<file path="src/rtl/regfile_writeback_if.sv">
// Bundle of the writeback front end's bus-side signals: pipeline write, load issue/return,
// hazard queries and the registered regfile write port.
interface regfile_writeback_if;
  logic        pipe_we;
  logic [4:0]  pipe_waddr;
  logic [31:0] pipe_wdata;
  logic        ld_issue_valid;
  logic [4:0]  ld_issue_addr;
  logic        ld_issue_ready;
  logic        ld_ret_valid;
  logic [4:0]  ld_ret_addr;
  logic [31:0] ld_ret_data;
  logic        ld_ret_ready;
  logic [4:0]  rs_query_addr;
  logic [4:0]  rt_query_addr;
  logic [4:0]  rd_query_addr;
  logic        rs_busy;
  logic        rt_busy;
  logic        rd_busy;
  logic        pipe_stall;
  logic        regfile_write_enable;
  logic [4:0]  regfile_write_addr;
  logic [31:0] regfile_write_data;

  modport master (
    output pipe_we, pipe_waddr, pipe_wdata,
    output ld_issue_valid, ld_issue_addr, ld_ret_valid, ld_ret_addr, ld_ret_data,
    output rs_query_addr, rt_query_addr, rd_query_addr,
    input  ld_issue_ready, ld_ret_ready, rs_busy, rt_busy, rd_busy, pipe_stall,
    input  regfile_write_enable, regfile_write_addr, regfile_write_data
  );

  modport slave (
    input  pipe_we, pipe_waddr, pipe_wdata,
    input  ld_issue_valid, ld_issue_addr, ld_ret_valid, ld_ret_addr, ld_ret_data,
    input  rs_query_addr, rt_query_addr, rd_query_addr,
    output ld_issue_ready, ld_ret_ready, rs_busy, rt_busy, rd_busy, pipe_stall,
    output regfile_write_enable, regfile_write_addr, regfile_write_data
  );
endinterface

</file>
<file path="src/rtl/regfile_writeback.sv">
// Merges pipeline writeback and out-of-order load returns onto the single regfile write port
// and tracks registers with loads in flight. Optional starvation guard: WB_STARVE_GUARD_EN.
module regfile_writeback #(
  parameter int DEPTH = 4
) (
  input  logic               clk,
  input  logic               rst,
  regfile_writeback_if.slave bus
);
  localparam int AW = $clog2(DEPTH);
  localparam int CW = AW + 1;
  localparam logic [CW-1:0] DEPTH_C = CW'(DEPTH);
  localparam logic [AW:0]   PTR_ONE = (AW + 1)'(1);
  localparam logic [CW-1:0] CNT_ONE = CW'(1);

  logic [31:0]   sb_q;
  logic [31:0]   sb_d;
  logic [CW-1:0] cnt_q;
  logic [CW-1:0] cnt_d;
  logic [AW:0]   wr_ptr_q;
  logic [AW:0]   rd_ptr_q;
  logic [4:0]    addr_mem [DEPTH];
  logic [31:0]   data_mem [DEPTH];
  logic          we_q;
  logic [4:0]    waddr_q;
  logic [31:0]   wdata_q;

  logic          fifo_empty;
  logic          fifo_full;
  logic          issue_ready;
  logic          issue_fire;
  logic          ret_push;
  logic          pop;
  logic [4:0]    head_addr;
  logic [31:0]   head_data;

  assign fifo_empty  = (wr_ptr_q == rd_ptr_q);
  assign fifo_full   = (wr_ptr_q[AW] != rd_ptr_q[AW]) &&
                       (wr_ptr_q[AW-1:0] == rd_ptr_q[AW-1:0]);
  assign head_addr   = addr_mem[rd_ptr_q[AW-1:0]];
  assign head_data   = data_mem[rd_ptr_q[AW-1:0]];

  assign issue_ready = (cnt_q < DEPTH_C);
  assign issue_fire  = bus.ld_issue_valid && issue_ready && (bus.ld_issue_addr != 5'd0);
  // Returns to r0 are acknowledged but never enter the FIFO.
  assign ret_push    = bus.ld_ret_valid && !fifo_full && (bus.ld_ret_addr != 5'd0);
  assign pop         = !bus.pipe_we && !fifo_empty;

  assign bus.ld_issue_ready = issue_ready;
  assign bus.ld_ret_ready   = !fifo_full;
  assign bus.rs_busy        = sb_q[bus.rs_query_addr];
  assign bus.rt_busy        = sb_q[bus.rt_query_addr];
  assign bus.rd_busy        = sb_q[bus.rd_query_addr];

  assign bus.regfile_write_enable = we_q;
  assign bus.regfile_write_addr   = waddr_q;
  assign bus.regfile_write_data   = wdata_q;

  // Set beats clear when an issue and a pop hit the same register in one cycle.
  assign sb_d[0] = 1'b0;
  generate
    for (genvar gi = 1; gi < 32; gi++) begin : g_sb
      assign sb_d[gi] = (issue_fire && (bus.ld_issue_addr == 5'(gi))) ||
                        (sb_q[gi] && !(pop && (head_addr == 5'(gi))));
    end
  endgenerate

  always_comb begin
    cnt_d = cnt_q;
    if (issue_fire && !pop) begin
      cnt_d = cnt_q + CNT_ONE;
    end else if (!issue_fire && pop) begin
      cnt_d = cnt_q - CNT_ONE;
    end
  end

  always_ff @(posedge clk) begin
    if (ret_push) begin
      addr_mem[wr_ptr_q[AW-1:0]] <= bus.ld_ret_addr;
      data_mem[wr_ptr_q[AW-1:0]] <= bus.ld_ret_data;
    end
  end

  always_ff @(posedge clk or negedge rst) begin
    if (!rst) begin
      sb_q     <= '0;
      cnt_q    <= '0;
      wr_ptr_q <= '0;
      rd_ptr_q <= '0;
      we_q     <= 1'b0;
      waddr_q  <= '0;
      wdata_q  <= '0;
    end else begin
      sb_q  <= sb_d;
      cnt_q <= cnt_d;
      if (ret_push) wr_ptr_q <= wr_ptr_q + PTR_ONE;
      if (pop)      rd_ptr_q <= rd_ptr_q + PTR_ONE;
      if (bus.pipe_we) begin
        we_q    <= (bus.pipe_waddr != 5'd0);
        waddr_q <= bus.pipe_waddr;
        wdata_q <= bus.pipe_wdata;
      end else if (pop) begin
        we_q    <= (head_addr != 5'd0);
        waddr_q <= head_addr;
        wdata_q <= head_data;
      end else begin
        we_q    <= 1'b0;
      end
    end
  end

`ifdef WB_STARVE_GUARD_EN
  logic [2:0] starve_q;

  always_ff @(posedge clk or negedge rst) begin
    if (!rst) begin
      starve_q <= '0;
    end else if (pop) begin
      starve_q <= '0;
    end else if (bus.pipe_we && !fifo_empty && (starve_q != 3'd7)) begin
      starve_q <= starve_q + 3'd1;
    end
  end

  assign bus.pipe_stall = (starve_q == 3'd7);
`else
  assign bus.pipe_stall = 1'b0;
`endif

endmodule

</file>
<file path="src/flat_wrapper.sv">
// flat-port wrapper written by rule: the top's interface ports become plain ports
module regfile_writeback_flat 
#(
  parameter int DEPTH = 4
)
  (clk, rst, bus_pipe_we, bus_pipe_waddr, bus_pipe_wdata, bus_ld_issue_valid, bus_ld_issue_addr, bus_ld_ret_valid, bus_ld_ret_addr, bus_ld_ret_data, bus_rs_query_addr, bus_rt_query_addr, bus_rd_query_addr, bus_ld_issue_ready, bus_ld_ret_ready, bus_rs_busy, bus_rt_busy, bus_rd_busy, bus_pipe_stall, bus_regfile_write_enable, bus_regfile_write_addr, bus_regfile_write_data);
  regfile_writeback_if bus_i ();
  input  logic clk;
  input  logic rst;
  input wire logic [$bits(bus_i.pipe_we)-1:0] bus_pipe_we;
  input wire logic [$bits(bus_i.pipe_waddr)-1:0] bus_pipe_waddr;
  input wire logic [$bits(bus_i.pipe_wdata)-1:0] bus_pipe_wdata;
  input wire logic [$bits(bus_i.ld_issue_valid)-1:0] bus_ld_issue_valid;
  input wire logic [$bits(bus_i.ld_issue_addr)-1:0] bus_ld_issue_addr;
  input wire logic [$bits(bus_i.ld_ret_valid)-1:0] bus_ld_ret_valid;
  input wire logic [$bits(bus_i.ld_ret_addr)-1:0] bus_ld_ret_addr;
  input wire logic [$bits(bus_i.ld_ret_data)-1:0] bus_ld_ret_data;
  input wire logic [$bits(bus_i.rs_query_addr)-1:0] bus_rs_query_addr;
  input wire logic [$bits(bus_i.rt_query_addr)-1:0] bus_rt_query_addr;
  input wire logic [$bits(bus_i.rd_query_addr)-1:0] bus_rd_query_addr;
  output wire logic [$bits(bus_i.ld_issue_ready)-1:0] bus_ld_issue_ready;
  output wire logic [$bits(bus_i.ld_ret_ready)-1:0] bus_ld_ret_ready;
  output wire logic [$bits(bus_i.rs_busy)-1:0] bus_rs_busy;
  output wire logic [$bits(bus_i.rt_busy)-1:0] bus_rt_busy;
  output wire logic [$bits(bus_i.rd_busy)-1:0] bus_rd_busy;
  output wire logic [$bits(bus_i.pipe_stall)-1:0] bus_pipe_stall;
  output wire logic [$bits(bus_i.regfile_write_enable)-1:0] bus_regfile_write_enable;
  output wire logic [$bits(bus_i.regfile_write_addr)-1:0] bus_regfile_write_addr;
  output wire logic [$bits(bus_i.regfile_write_data)-1:0] bus_regfile_write_data;
  assign bus_i.pipe_we = bus_pipe_we;
  assign bus_i.pipe_waddr = bus_pipe_waddr;
  assign bus_i.pipe_wdata = bus_pipe_wdata;
  assign bus_i.ld_issue_valid = bus_ld_issue_valid;
  assign bus_i.ld_issue_addr = bus_ld_issue_addr;
  assign bus_i.ld_ret_valid = bus_ld_ret_valid;
  assign bus_i.ld_ret_addr = bus_ld_ret_addr;
  assign bus_i.ld_ret_data = bus_ld_ret_data;
  assign bus_i.rs_query_addr = bus_rs_query_addr;
  assign bus_i.rt_query_addr = bus_rt_query_addr;
  assign bus_i.rd_query_addr = bus_rd_query_addr;
  assign bus_ld_issue_ready = bus_i.ld_issue_ready;
  assign bus_ld_ret_ready = bus_i.ld_ret_ready;
  assign bus_rs_busy = bus_i.rs_busy;
  assign bus_rt_busy = bus_i.rt_busy;
  assign bus_rd_busy = bus_i.rd_busy;
  assign bus_pipe_stall = bus_i.pipe_stall;
  assign bus_regfile_write_enable = bus_i.regfile_write_enable;
  assign bus_regfile_write_addr = bus_i.regfile_write_addr;
  assign bus_regfile_write_data = bus_i.regfile_write_data;
  regfile_writeback #(.DEPTH(DEPTH)) u_core (.clk(clk), .rst(rst), .bus(bus_i));
endmodule
</file>
<file path="config.mk">
export PLATFORM = sky130hd
export DESIGN_NAME = regfile_writeback_flat
export DESIGN_NICKNAME = d
export VERILOG_FILES = /design/src/rtl/regfile_writeback_if.sv /design/src/rtl/regfile_writeback.sv /design/src/flat_wrapper.sv
export SDC_FILE = /design/constraint.sdc
export NUM_CORES = 1
export LEC_CHECK = 0
export BUFFER_PORTS_ARGS = -buffer_cell sky130_fd_sc_hd__buf_2
export CORE_UTILIZATION = 57
export CTS_CLUSTER_SIZE = 8
export DETAILED_ROUTE_END_ITERATION = 16
export PLACE_DENSITY_LB_ADDON = 0.05
export SETUP_SLACK_MARGIN = 0.15
export SKIP_CTS_REPAIR_TIMING = 1
export SYNTH_ARGS = -nofsm -noshare
export SYNTH_HDL_FRONTEND = slang
export SYNTH_SLANG_ARGS = --single-unit
</file>
<file path="constraint.sdc">
create_clock -name clk -period 10.7 [get_ports clk]
set_clock_uncertainty 0.1 [all_clocks]
set_input_delay 1.605 -clock clk [delete_from_list [all_inputs] [get_ports clk]]
set_output_delay 1.605 -clock clk [all_outputs]
set_load 0.02 [all_outputs]
</file>
Word level (Yosys, flattened, before mapping). Memory sizes are Yosys's and may differ from the RTL's. Index checks and enable logic that the tools add are counted.

$add $sub $neg: 4. $lt $le $gt $ge: 4. Equal/unequal tests: 65. Muxes and demuxes: 16. Reductions and logical operators: 174.

Operators by type and width (number): $eq 5x5->1 const B (32); $logic_and 1x1->1 (101); $eq 5x4->1 const B (16); $mux 32 (2); $eq 5x3->1 const B (8); $logic_not 1->1 (36); $logic_or 1x1->1 (31); $eq 5x2->1 const B (4); $reduce_bool 5->1 (4); $lt 5x6->1 const B (3); $bmux 1 s5 (3); $eq 5x1->1 const B (2); $mux 5 (2); $add 3x1->3 const B (3); $mux 1 (7); $mux 3 (2); $reduce_bool 2->1 (2); $eq 3x3->1 (1); $lt 3x3->1 const B (1); $sub 3x1->3 const B (1); $eq 2x2->1 (1); $ne 1x1->1 (1).

Register bits after elaboration: 78. RAM bits: 148. Bits of input ports: 99. Output and inout bits: 44. Word-level logic and storage cells: 272. Memories: 2.

Memories: u_core.data_mem (words 4, width 32, rd ports 1, clocked after memory_dff 0, write ports 1, line regfile_writeback.sv:23) `logic [31:0] data_mem [DEPTH];`; u_core.addr_mem (words 4, width 5, rd ports 1, clocked after memory_dff 0, write ports 1, line regfile_writeback.sv:22) `logic [4:0] addr_mem [DEPTH];`.

Logic depth before layout (Yosys ltp).
Depth in word-level cells: 7. Depth in mapped cells: 12.

Worst setup path after synthesis. OpenSTA, ideal clock, no wires.

Path type: input to register. Start: input port bus_ld_ret_addr[0]. End: memory u_core.addr_mem[3][0] (enable). Library setup time: 489 ps. Arrival time: 4628 ps. Data required time: 10111 ps. Path slack: 5483 ps. Stages on the path: 3. Cells stage by stage: or4_1 > o21ai_0 > nor3b_1.

Cells in the longest elaborated chain, start to end: 4.

RTL lines: from (decl) (line flat_wrapper.sv:16) `input wire logic [$bits(bus_i.ld_ret_addr)-1:0] bus_ld_ret_addr;`; $reduce_bool 5->1 (line regfile_writeback.sv:46) `assign ret_push = bus.ld_ret_valid && !fifo_full && (bus.ld_ret_addr != 5'd0);`; $logic_and 1x1->1 (line regfile_writeback.sv:46); $mux 1 (line regfile_writeback.sv:78) `if (ret_push) begin`; $mux 1 (implied by the code) (line regfile_writeback.sv:79) `addr_mem[wr_ptr_q[AW-1:0]] <= bus.ld_ret_addr;`; to (decl) (line regfile_writeback.sv:22).

No other way between the ends.

Worst setup path in the final report.
Start: input port bus_rt_query_addr[1]. End: output port bus_rt_busy.

Cells in the longest elaborated chain, start to end: 2.

RTL lines: from (decl) (line flat_wrapper.sv:19) `input wire logic [$bits(bus_i.rt_query_addr)-1:0] bus_rt_query_addr;`; $bmux 1 s5 (line regfile_writeback.sv:52) `assign bus.rt_busy = sb_q[bus.rt_query_addr];`; $mux 1 (implied by the code) (line regfile_writeback.sv:52); to (decl) (line flat_wrapper.sv:24) `output wire logic [$bits(bus_i.rt_busy)-1:0] bus_rt_busy;`.

No other way between the ends. The select of a mux whose other input is x is not followed.

==> metrics <==
sequential area share after synthesis=0.633; ys async rst share=0.345; initial antenna violation count=1; Post-DRT Antenna Nets=0; largest family of logic cells by synthesized area=multiplexers; status=finished, final reports clean; CTS buffer count=34; die width=135 um; Cells on Worst Hold Path=1; WL/cell=21.5 um; vias per inst=just over 6; Yosys cell types=50; cell taking the most area after synthesis=edfxtp_1; total core area=17300 um^2; htree depth=2; Hold Slack=412 ps; worst hold endpoint=u_core.cnt_q[0]; buffers added on ports=roughly 140; complex-gate fraction of the synthesized area=0.0638; Syn. warnings=0; Simple-Gate Fraction of Synth Area=0.0849; # setup viols final=0; initial DRC count=438; final wirelength=22400 um; fin crit share=0.466; DR vias=6427; P_leak=4.72 nW; Starting Density=0.584; Residual DRC=0; post-synthesis mux area share=0.173; first-pass GRT wire length=about 35000 um; Clk pin slew, worst setup/hold paths=50 ps; adder-cell share of the synthesized area=0.00941; cells after synthesis=~660; Req. time, crit path=9000 ps; Post-synth top flop=edfxtp_1; Crit Reg-Reg Endpoint=u_core.data_mem[3][28]; setup ws final=5710 ps; FP Rows=48; number of global-route vias before repair=6488; IO Count=143; die extent in y=135 um; HP Class=flop to flop; area growth from synthesis to layout=18.0%; Worst setup EP type=output pin; share of layout cells above drive strength 1=0.321; pwr dens=298 nW/um^2; Crit Path Category=input port to output pin; synthesized area=around 10000 um^2; CTS tree=done; Final Hold Vio Count=0; Final Critical Period=4990 ps; unrepaired setup endpoints after global routing=false; Slew @ Worst Pin=1150 ps; post-placement setup slack=5710 ps; Worst-Skew Late Latency=490 ps; DIE AREA=18300 um^2; max-slew violation count=0; synth cell count leaders=edfxtp_1 (148), dfrtp_1 (78), mux4_2 (56); reg2reg setup slack=7280 ps; pin count of the biggest net entering global routing=82; fmax=roughly 0.2 GHz; clk sinks=226; gr ovfl total=0; dpl hpwl=13800 um; Min-Delay Startpoint=u_core.cnt_q[0]; RR Startpoint=u_core.rd_ptr_q[0]; #FFs+latches synth=226; RD Place Congestion=0.893; drt pass-1 iters=4; EDFF count, synth=148; Final nets=898; Startpoint Class=input port; critical path arrival=3280 ps; Max FO, Critical Path=9; maximum VDD drop=179 uV; root cell of the clock tree=clkbuf_16; setup_tns=0 ps; FF-to-FF path depth=5; total track usage=0.258; Mean Syn Cell Area=15.4 um^2; max_cap viols=0; most frequent cell after synthesis=edfxtp_1; Rel. slew slack=0.230; largest cells by area after synthesis=edfxtp_1 (44%), dfrtp_1 (19%), mux4_2 (12%); Synthesized Nets=roughly 760; CTS max path bufs=3; Ant. Diodes=0; Synth Area in XOR/XNOR=0.00954; Synth top area share=0.440
[metal layers]
| metal | vias to the layer above | part of all wire | GRT usage |
|---|---|---|---|
| li1 | 2863 | - | - |
| met4 | 2 | 0.026 | 0.0949 |
| met2 | 299 | 0.49 | 0.415 |
| met3 | 52 | 0.077 | 0.0593 |
| met5 | - | 0.00036 | 0 |
| met1 | 3211 | 0.41 | 0.346 |
[worst max-delay path by stage]
stage	cells past startpoint	to	start
after floorplan	3	u_core.addr_mem[3][0]	bus_ld_ret_addr[0]
after global placement	6	bus_rs_busy	bus_rs_query_addr[1]
after detailed placement	6	bus_rt_busy	bus_rt_query_addr[1]
after CTS	6	bus_rt_busy	bus_rt_query_addr[1]
after global routing	6	bus_rt_busy	bus_rt_query_addr[1]
final	6	bus_rt_busy	bus_rt_query_addr[1]
[stage by stage]
stage | util | instances | area, um^2 | total power [mW]
detailed placement | 0.632 | 981 | 10900 | 2.59
CTS | 0.689 | 1041 | 11900 | 3.57
global placement | 0.632 | 981 | 10900 | 2.55
global route | 0.689 | 1041 | 11900 | 3.73
finish | 0.689 | 1041 | 11900 | 3.55
floorplan | - | 655 | 10100 | 2.25
[layout by cell type, fill, tap and decap left out, types with 3 or more instances in the layout]
cell type  instances
nor4bb_1           3
buf_4              7
nand2_1           51
xor2_1             5
nand3_1            4
nand4b_1           4
clkbuf_16         35
nor4_1             3
nand4_1            6
nor3_1             4
and3b_1            3
a41oi_1           12
and4b_1            3
nor2_1            15
buf_2            140
mux2_2             6
mux2i_1           37
nor3b_1            3
nor2b_1           15
dfrtp_1           76
nor3b_2            3
clkbuf_1          22
and2_2             3
edfxtp_1         148
ha_1               6
nand3b_1           6
mux4_2            56
or4_1              5
xnor2_1            6
inv_1              9
o21ai_0           38
o22a_1             3
a21oi_1           31
a221oi_1           3
a31oi_1           17
[report_power, final]
group | leakage [nW] | switching (mW) | internal, mW
sequential | 2.31 | 0.172 | 1.22
combinational | 1.93 | 0.675 | 0.519
clock | 0.476 | 0.362 | 0.610
[flip-flops by register name (all words and copies together) (netlist names)]
signal / cells
u_core.bus.regfile_write_data: 32
u_core.sb_q: 31
u_core.rd_ptr_q: 3
u_core.addr_mem: 20
u_core.bus.regfile_write_enable: 1
u_core.bus.regfile_write_addr: 5
u_core.data_mem: 128
u_core.cnt_q: 3
u_core.wr_ptr_q: 3
[kinds of logic after synthesis]
| group | after synthesis |
|---|---|
| adder cells (fa/ha/maj) | 7 |
| other | 1 |
| XOR/XNOR | 11 |
| multiplexers | 101 |
| AO/OA/AOI/OAI | 109 |
| buffers and inverters | 55 |
| AND/OR/NAND/NOR | 145 |
| flip-flops | 226 |
[worst max-delay path, stage by stage]
cell and delay [ps]:
buf_2 210, mux2_2 360, a221oi_1 270, a2111oi_0 120, or4_1 530, buf_2 170
[final cells by class]
cell class / instances / area [um^2]
Timing Repair Buffer: 147 / 753
Inverter: 9 / 33.8
Fill cell: 1211 / 5380
Sequential cell: 226 / 6400
Clock inverter: 3 / 37.5
Multi-Input combinational cell: 374 / 3460
Tap cell: 225 / 282
Clock buffer: 57 / 958
Power figures use the tool's default switching activity.
